--- config.mk ---
export PLATFORM = sky130hd
export DESIGN_NAME = cv32e41s_obi_resp_integrity
export DESIGN_NICKNAME = d
export VERILOG_FILES = /design/src/rtl/cv32e41s_obi_resp_integrity.sv
export SDC_FILE = /design/constraint.sdc
export NUM_CORES = 1
export LEC_CHECK = 0
export BUFFER_PORTS_ARGS = -buffer_cell sky130_fd_sc_hd__buf_2
export CAP_MARGIN = 20
export CORE_MARGIN = 4
export CORE_UTILIZATION = 40
export DETAILED_ROUTE_END_ITERATION = 12
export PLACE_DENSITY_LB_ADDON = 0.08
export SETUP_SLACK_MARGIN = 0.05
export SYNTH_ARGS = -nofsm -noshare
export SYNTH_HDL_FRONTEND = slang
export SYNTH_SLANG_ARGS = --single-unit
--- constraint.sdc ---
create_clock -name clk -period 3.23 [get_ports clk]
set_clock_uncertainty 0.1 [all_clocks]
set_input_delay 0.1615 -clock clk [delete_from_list [all_inputs] [get_ports clk]]
set_output_delay 0.1615 -clock clk [all_outputs]
set_load 0.005 [all_outputs]
--- src/rtl/cv32e41s_obi_resp_integrity.sv ---
// OBI subordinate integrity front end: checks reqpar/achk, grants, drives a 1-cycle SRAM.
// Latency: accept in cycle N gives rvalid in N+2. Backpressure: gnt held low when full or gnt_stall_i.
module cv32e41s_obi_resp_integrity #(
  parameter int unsigned MAX_OUTSTANDING = 2
) (
  input  logic        clk,
  input  logic        rst_n,
  input  logic        integrity_en_i,
  input  logic        gnt_stall_i,
  input  logic        resp_stall_i,
  input  logic        obi_req_i,
  input  logic        obi_reqpar_i,
  input  logic [31:0] obi_addr_i,
  input  logic        obi_we_i,
  input  logic [3:0]  obi_be_i,
  input  logic [31:0] obi_wdata_i,
  input  logic [2:0]  obi_prot_i,
  input  logic [1:0]  obi_memtype_i,
  input  logic        obi_dbg_i,
  input  logic [11:0] obi_achk_i,
  output logic        obi_gnt_o,
  output logic        obi_gntpar_o,
  output logic        obi_rvalid_o,
  output logic        obi_rvalidpar_o,
  output logic [31:0] obi_rdata_o,
  output logic        obi_err_o,
  output logic [4:0]  obi_rchk_o,
  output logic        mem_req_o,
  output logic        mem_we_o,
  output logic [31:0] mem_addr_o,
  output logic [3:0]  mem_be_o,
  output logic [31:0] mem_wdata_o,
  input  logic [31:0] mem_rdata_i,
  output logic        reqpar_err_o,
  output logic        achk_err_o,
  output logic        protocol_err_o
);

  localparam int unsigned PW = (MAX_OUTSTANDING > 1) ? $clog2(MAX_OUTSTANDING) : 1;
  localparam int unsigned CW = $clog2(MAX_OUTSTANDING + 1);
  localparam logic [CW-1:0] CNT_MAX  = CW'(MAX_OUTSTANDING);
  localparam logic [PW-1:0] PTR_LAST = PW'(MAX_OUTSTANDING - 1);
  localparam int unsigned FW = 32 + 1 + 4 + 32 + 3 + 2 + 1 + 12;

  logic [11:0]   achk_calc;
  logic          reqpar_err, achk_err, accept, proto_err;
  logic [CW-1:0] cnt_q, cnt_d;
  logic          cap_vld_q, cap_we_q, cap_err_q;
  logic [32:0]   push_dat, head;
  logic          push, pop;
  logic [PW-1:0] wptr_q, rptr_q;
  logic [CW-1:0] fcnt_q;
  logic [32:0]   fifo_q [MAX_OUTSTANDING];
  logic          pend_q;
  logic [FW-1:0] fld, fld_q;
  logic          reqpar_err_q, achk_err_q, proto_err_q;

  always_comb begin
    achk_calc = '0;
    for (int k = 0; k < 4; k++) begin
      achk_calc[k]     = ^obi_addr_i[8*k +: 8];
      achk_calc[8 + k] = ^obi_wdata_i[8*k +: 8];
    end
    achk_calc[4] = ^{obi_prot_i, obi_memtype_i};
    achk_calc[5] = ^{obi_be_i, obi_we_i};
    achk_calc[6] = obi_dbg_i;
  end

  assign reqpar_err   = (obi_reqpar_i == obi_req_i);
  assign obi_gnt_o    = !gnt_stall_i && (cnt_q < CNT_MAX);
  assign obi_gntpar_o = !obi_gnt_o;
  assign accept       = obi_req_i && obi_gnt_o;
  assign achk_err     = integrity_en_i && accept && (achk_calc != obi_achk_i);

  // Faulty requests still occupy a slot and get an error response, but never touch the SRAM.
  assign mem_req_o   = accept && !reqpar_err && !achk_err;
  assign mem_we_o    = obi_we_i;
  assign mem_addr_o  = obi_addr_i;
  assign mem_be_o    = obi_be_i;
  assign mem_wdata_o = obi_wdata_i;

  always_ff @(posedge clk or negedge rst_n) begin
    if (!rst_n) begin
      cap_vld_q <= 1'b0;
      cap_we_q  <= 1'b0;
      cap_err_q <= 1'b0;
    end else begin
      cap_vld_q <= accept;
      cap_we_q  <= obi_we_i;
      cap_err_q <= reqpar_err || achk_err;
    end
  end

  assign push     = cap_vld_q;
  assign push_dat = {cap_err_q, (cap_we_q || cap_err_q) ? 32'h0 : mem_rdata_i};
  assign pop      = obi_rvalid_o;
  assign head     = fifo_q[rptr_q];

  always_ff @(posedge clk or negedge rst_n) begin
    if (!rst_n) begin
      wptr_q <= '0;
      rptr_q <= '0;
      fcnt_q <= '0;
    end else begin
      if (push) wptr_q <= (wptr_q == PTR_LAST) ? '0 : wptr_q + 1'b1;
      if (pop)  rptr_q <= (rptr_q == PTR_LAST) ? '0 : rptr_q + 1'b1;
      case ({push, pop})
        2'b10:   fcnt_q <= fcnt_q + 1'b1;
        2'b01:   fcnt_q <= fcnt_q - 1'b1;
        default: fcnt_q <= fcnt_q;
      endcase
    end
  end

  always_ff @(posedge clk) begin
    if (push) fifo_q[wptr_q] <= push_dat;
  end

  always_comb begin
    cnt_d = cnt_q;
    case ({accept, obi_rvalid_o})
      2'b10:   cnt_d = cnt_q + 1'b1;
      2'b01:   cnt_d = cnt_q - 1'b1;
      default: cnt_d = cnt_q;
    endcase
  end

  always_ff @(posedge clk or negedge rst_n) begin
    if (!rst_n) cnt_q <= '0;
    else        cnt_q <= cnt_d;
  end

  assign obi_rvalid_o    = (fcnt_q != '0) && !resp_stall_i;
  assign obi_rvalidpar_o = !obi_rvalid_o;
  assign obi_rdata_o     = obi_rvalid_o ? head[31:0] : 32'h0;
  assign obi_err_o       = obi_rvalid_o && head[32];

  always_comb begin
    obi_rchk_o = '0;
    if (obi_rvalid_o) begin
      for (int k = 0; k < 4; k++) obi_rchk_o[k] = ^head[8*k +: 8];
      obi_rchk_o[4] = ^{head[32], 1'b0};
    end
  end

  // A stalled request must stay asserted with all address-phase fields frozen.
  assign fld       = {obi_addr_i, obi_we_i, obi_be_i, obi_wdata_i, obi_prot_i,
                      obi_memtype_i, obi_dbg_i, obi_achk_i};
  assign proto_err = pend_q && (!obi_req_i || (fld != fld_q));

  always_ff @(posedge clk or negedge rst_n) begin
    if (!rst_n) begin
      pend_q       <= 1'b0;
      fld_q        <= '0;
      reqpar_err_q <= 1'b0;
      achk_err_q   <= 1'b0;
      proto_err_q  <= 1'b0;
    end else begin
      pend_q       <= obi_req_i && !obi_gnt_o;
      fld_q        <= fld;
      reqpar_err_q <= reqpar_err;
      achk_err_q   <= achk_err;
      proto_err_q  <= proto_err;
    end
  end

  assign reqpar_err_o   = reqpar_err_q;
  assign achk_err_o     = achk_err_q;
  assign protocol_err_o = proto_err_q;

endmodule

==> flow_metrics.py <==
metrics = {
    "drt": {
        "wl_per_cell_um": 17.2,
        "drt_iter0_markers": 259,
        "drc": 0,
        "vias": 5948,
        "drt-total-wl_um": 22000,
        "via_per_inst": 4.65,
        "drtPass1Iterations": 4,
        "ant_nets": 0,
    },
    "timing": {
        "layout_setup_ws_ps": 286,
        "final-setup-viol-count": 0,
        "setup_tns_ps": 0,
        "worstMarginPinSlew_ps": 1020,
        "rsz0062_at_grt": "false",
        "slew_headroom_pct": 32.1,
        "max_clock_freq_mhz": 340,
        "final_hold_viol_count": 0,
        "slew_viol_final": 0,
        "min_period_ps": 2940,
        "period_share_pct": 91.1,
    },
    "floorplan": {
        "die_w_um": 151,
        "rows": 52,
        "core_area_mm2": 0.0202,
        "ios": 241,
        "start_util_pct": 40.7,
        "dieArea_mm2": 0.0229,
        "die_h_um": 151,
    },
    "global_routing": {
        "grt_max_degree": 58,
        "grt_pass1_vias": 6349,
        "antenna_found_initial": 1,
        "grt-ovfl-total": 0,
        "grt_usage_pct": 19.5,
        "grt_pass1_wl_um": 33600,
    },
    "synth": {
        "ys.flop_type": "dfrtp_1",
        "synth_cell_types": 36,
        "synth_warnings": 0,
        "postSynthAreaPerCell_um2": 11.9,
        "yosysSeqAreaShare_pct": 54.1,
        "synth_most_common_cell": "xnor2_1",
        "synth-seq-cells": 165,
        "synthCells": 693,
        "synthesis.nets": 821,
        "syn_area_mm2": 0.00824,
        "yosysTopAreaCellShare_pct": 30.1,
        "synthArstFlopShare_pct": 60.0,
        "synth.largest_area_cell": "dfrtp_1",
        "ys_top_cells_by_count": "113 x xnor2_1, 99 x dfrtp_1, 70 x buf_4",
        "synth_edf_count": 66,
        "synth_area_leaders": "dfrtp_1 30%, edfxtp_1 24%, xnor2_1 12%",
    },
    "place": {
        "gp_congestion": 0.846,
        "hpwl_um": 16200,
        "dp_slack_ps": 869,
        "portBuffers": 240,
    },
    "clock_tree": {
        "cts.sink_count": 165,
        "cts_buffers": 17,
        "clk_path_buf_depth": 2,
        "clock-root-buffer": "clkbuf_16",
        "cts_max_level": 4,
        "path_clk_slew_ps": 60,
        "cts_tree": "yes",
        "insertion_delay_ps": 420,
        "postCtsResizedCells": 0,
    },
    "finish": {
        "area_growth_pct": 35.0,
        "fin_nets": 1125,
        "diodes": 0,
        "final_layout_size_suffix_gt1_share_pct": 28.2,
    },
    "worst_setup_path": {
        "crit_buf_inv": 3,
        "crit_chain": "dlygate4sd3_1 > buf_2 > xor2_1 > xnor3_1 > xnor2_1 > nand2_1 > nor4_1 > a41o_1 > buf_2",
        "critPathMaxFanout": 4,
        "crit_cells": 9,
        "path_class": "input pin to primary output",
        "cp_slowest_cell": "dlygate4sd3_1",
        "end_kind": "primary output",
        "crit_required_ps": 2970,
        "cp_data_arrival_time_ps": 2680,
        "reg2regPathDepth": 5,
        "max_stage_delay_ps": 530,
        "startpoint_type": "input pin",
        "critPathTopFamily": "XOR/XNOR gates",
        "crit_top_cell": "buf_2",
    },
    "status": {
        "outcome": "completed",
    },
    "flow_run": {
        "maxCapViolCount": 0,
    },
    "power": {
        "powerDensity_mw_per_mm2": 588,
        "p_leak_nw": 4.94,
        "peakVddDrop_mv": 0.386,
    },
    "worst_hold_path": {
        "hp-class": "input pin to flip-flop",
        "hold_depth": 3,
    },
}
[worst paths after layout]
check / start / endpoint / slack, ps
setup / recovery: obi_addr_i[3] / mem_req_o / 290
hold / removal: gnt_stall_i / pend_q$_DFF_PN0_ / 9
setup reg to reg: fld_q[0]$_DFF_PN0_ / protocol_err_o$_DFF_PN0_ / 920
hold reg to reg: cnt_q[1]$_DFFE_PN0P_ / cnt_q[1]$_DFFE_PN0P_ / 370
max in group asynchronous: rst_n / fld_q[82]$_DFF_PN0_ / 2050
min in group asynchronous: rst_n / fld_q[25]$_DFF_PN0_ / 260
[flip-flops by register name (all words and copies together) (netlist names), 2 cells and up]
signal  count
fcnt_q      2
fld_q      87
fifo_q     66
cnt_q       2
[metrics by stage]
stage          power, mW  hold WS (ps)  area (um^2)  std cells  util (%)
6_report            6.53          8.77        11100       1280      54.9
5_1_grt             6.94          9.39        11100       1280      54.9
4_1_cts             6.63          16.9        11100       1280      54.9
3_5_place_dp        4.42           189         9270       1124      45.8
3_3_place_gp        4.38           177         9270       1124      45.8
2_1_floorplan       3.80          -234         8240        693         -
[worst min-delay path, cell delays in order]
cell	delay, ps
buf_2	80
nor2_1	80
nor2b_1	150
[metal layers]
layer,up-vias,share of wire [%],track usage (%)
met3,28,5.0,3.84
met2,184,53,35.5
met1,2858,39,22.7
li1,2876,-,-
met5,-,0.032,0
met4,2,2.5,6.98
[final cells by class]
class | instances | area (um^2)
Clock buffer | 18 | 429
Clock inverter | 14 | 175
Fill cell | 1763 | 9120
Inverter | 49 | 184
Multi-Input combinational cell | 395 | 3030
Sequential cell | 165 | 4460
Tap cell | 270 | 338
Timing Repair Buffer | 369 | 2490
[cell families (layout without fill, tap and decap cells)]
group | count (synthesis) | count (layout) | synth area share [%]
AND/OR/NAND/NOR | 129 | 129 | 8.02
flip-flops | 165 | 165 | 54.1
multiplexers | 33 | 33 | 4.01
AO/OA/AOI/OAI | 65 | 65 | 5.73
adder cells (fa/ha/maj) | 2 | 2 | 0.304
XOR/XNOR | 166 | 166 | 18.5
buffers and inverters | 133 | 450 | 9.30
[report_power, final]
part	leakage, nW	switching [mW]	internal [mW]
sequential	1.77	0.149	2.40
clock	0.278	0.849	1.22
combinational	2.89	0.966	0.945
total	4.94	1.96	4.57
[placed cells by master, fill, tap and decap left out, types with 7 or more instances in the layout]
cell type      count
buf_2            239
dlygate4sd3_1    124
xnor2_1          113
dfrtp_1           98
edfxtp_1          66
nor2_1            58
xor2_1            48
inv_1             47
mux2i_1           33
and2_1            32
a21oi_1           20
clkbuf_16         17
nand4_1           12
o22ai_1           12
o2bb2ai_1         12
nor4_1             9
nand2_1            7
a221oi_1           7
[repair_timing]
action | 4_1_cts | 5_1_grt
hold endpoints to repair | 211 | 0
hold buffers | 124 | 0
setup buffers | 0 | 0
Note: power is estimated with default switching activity, not from simulation.
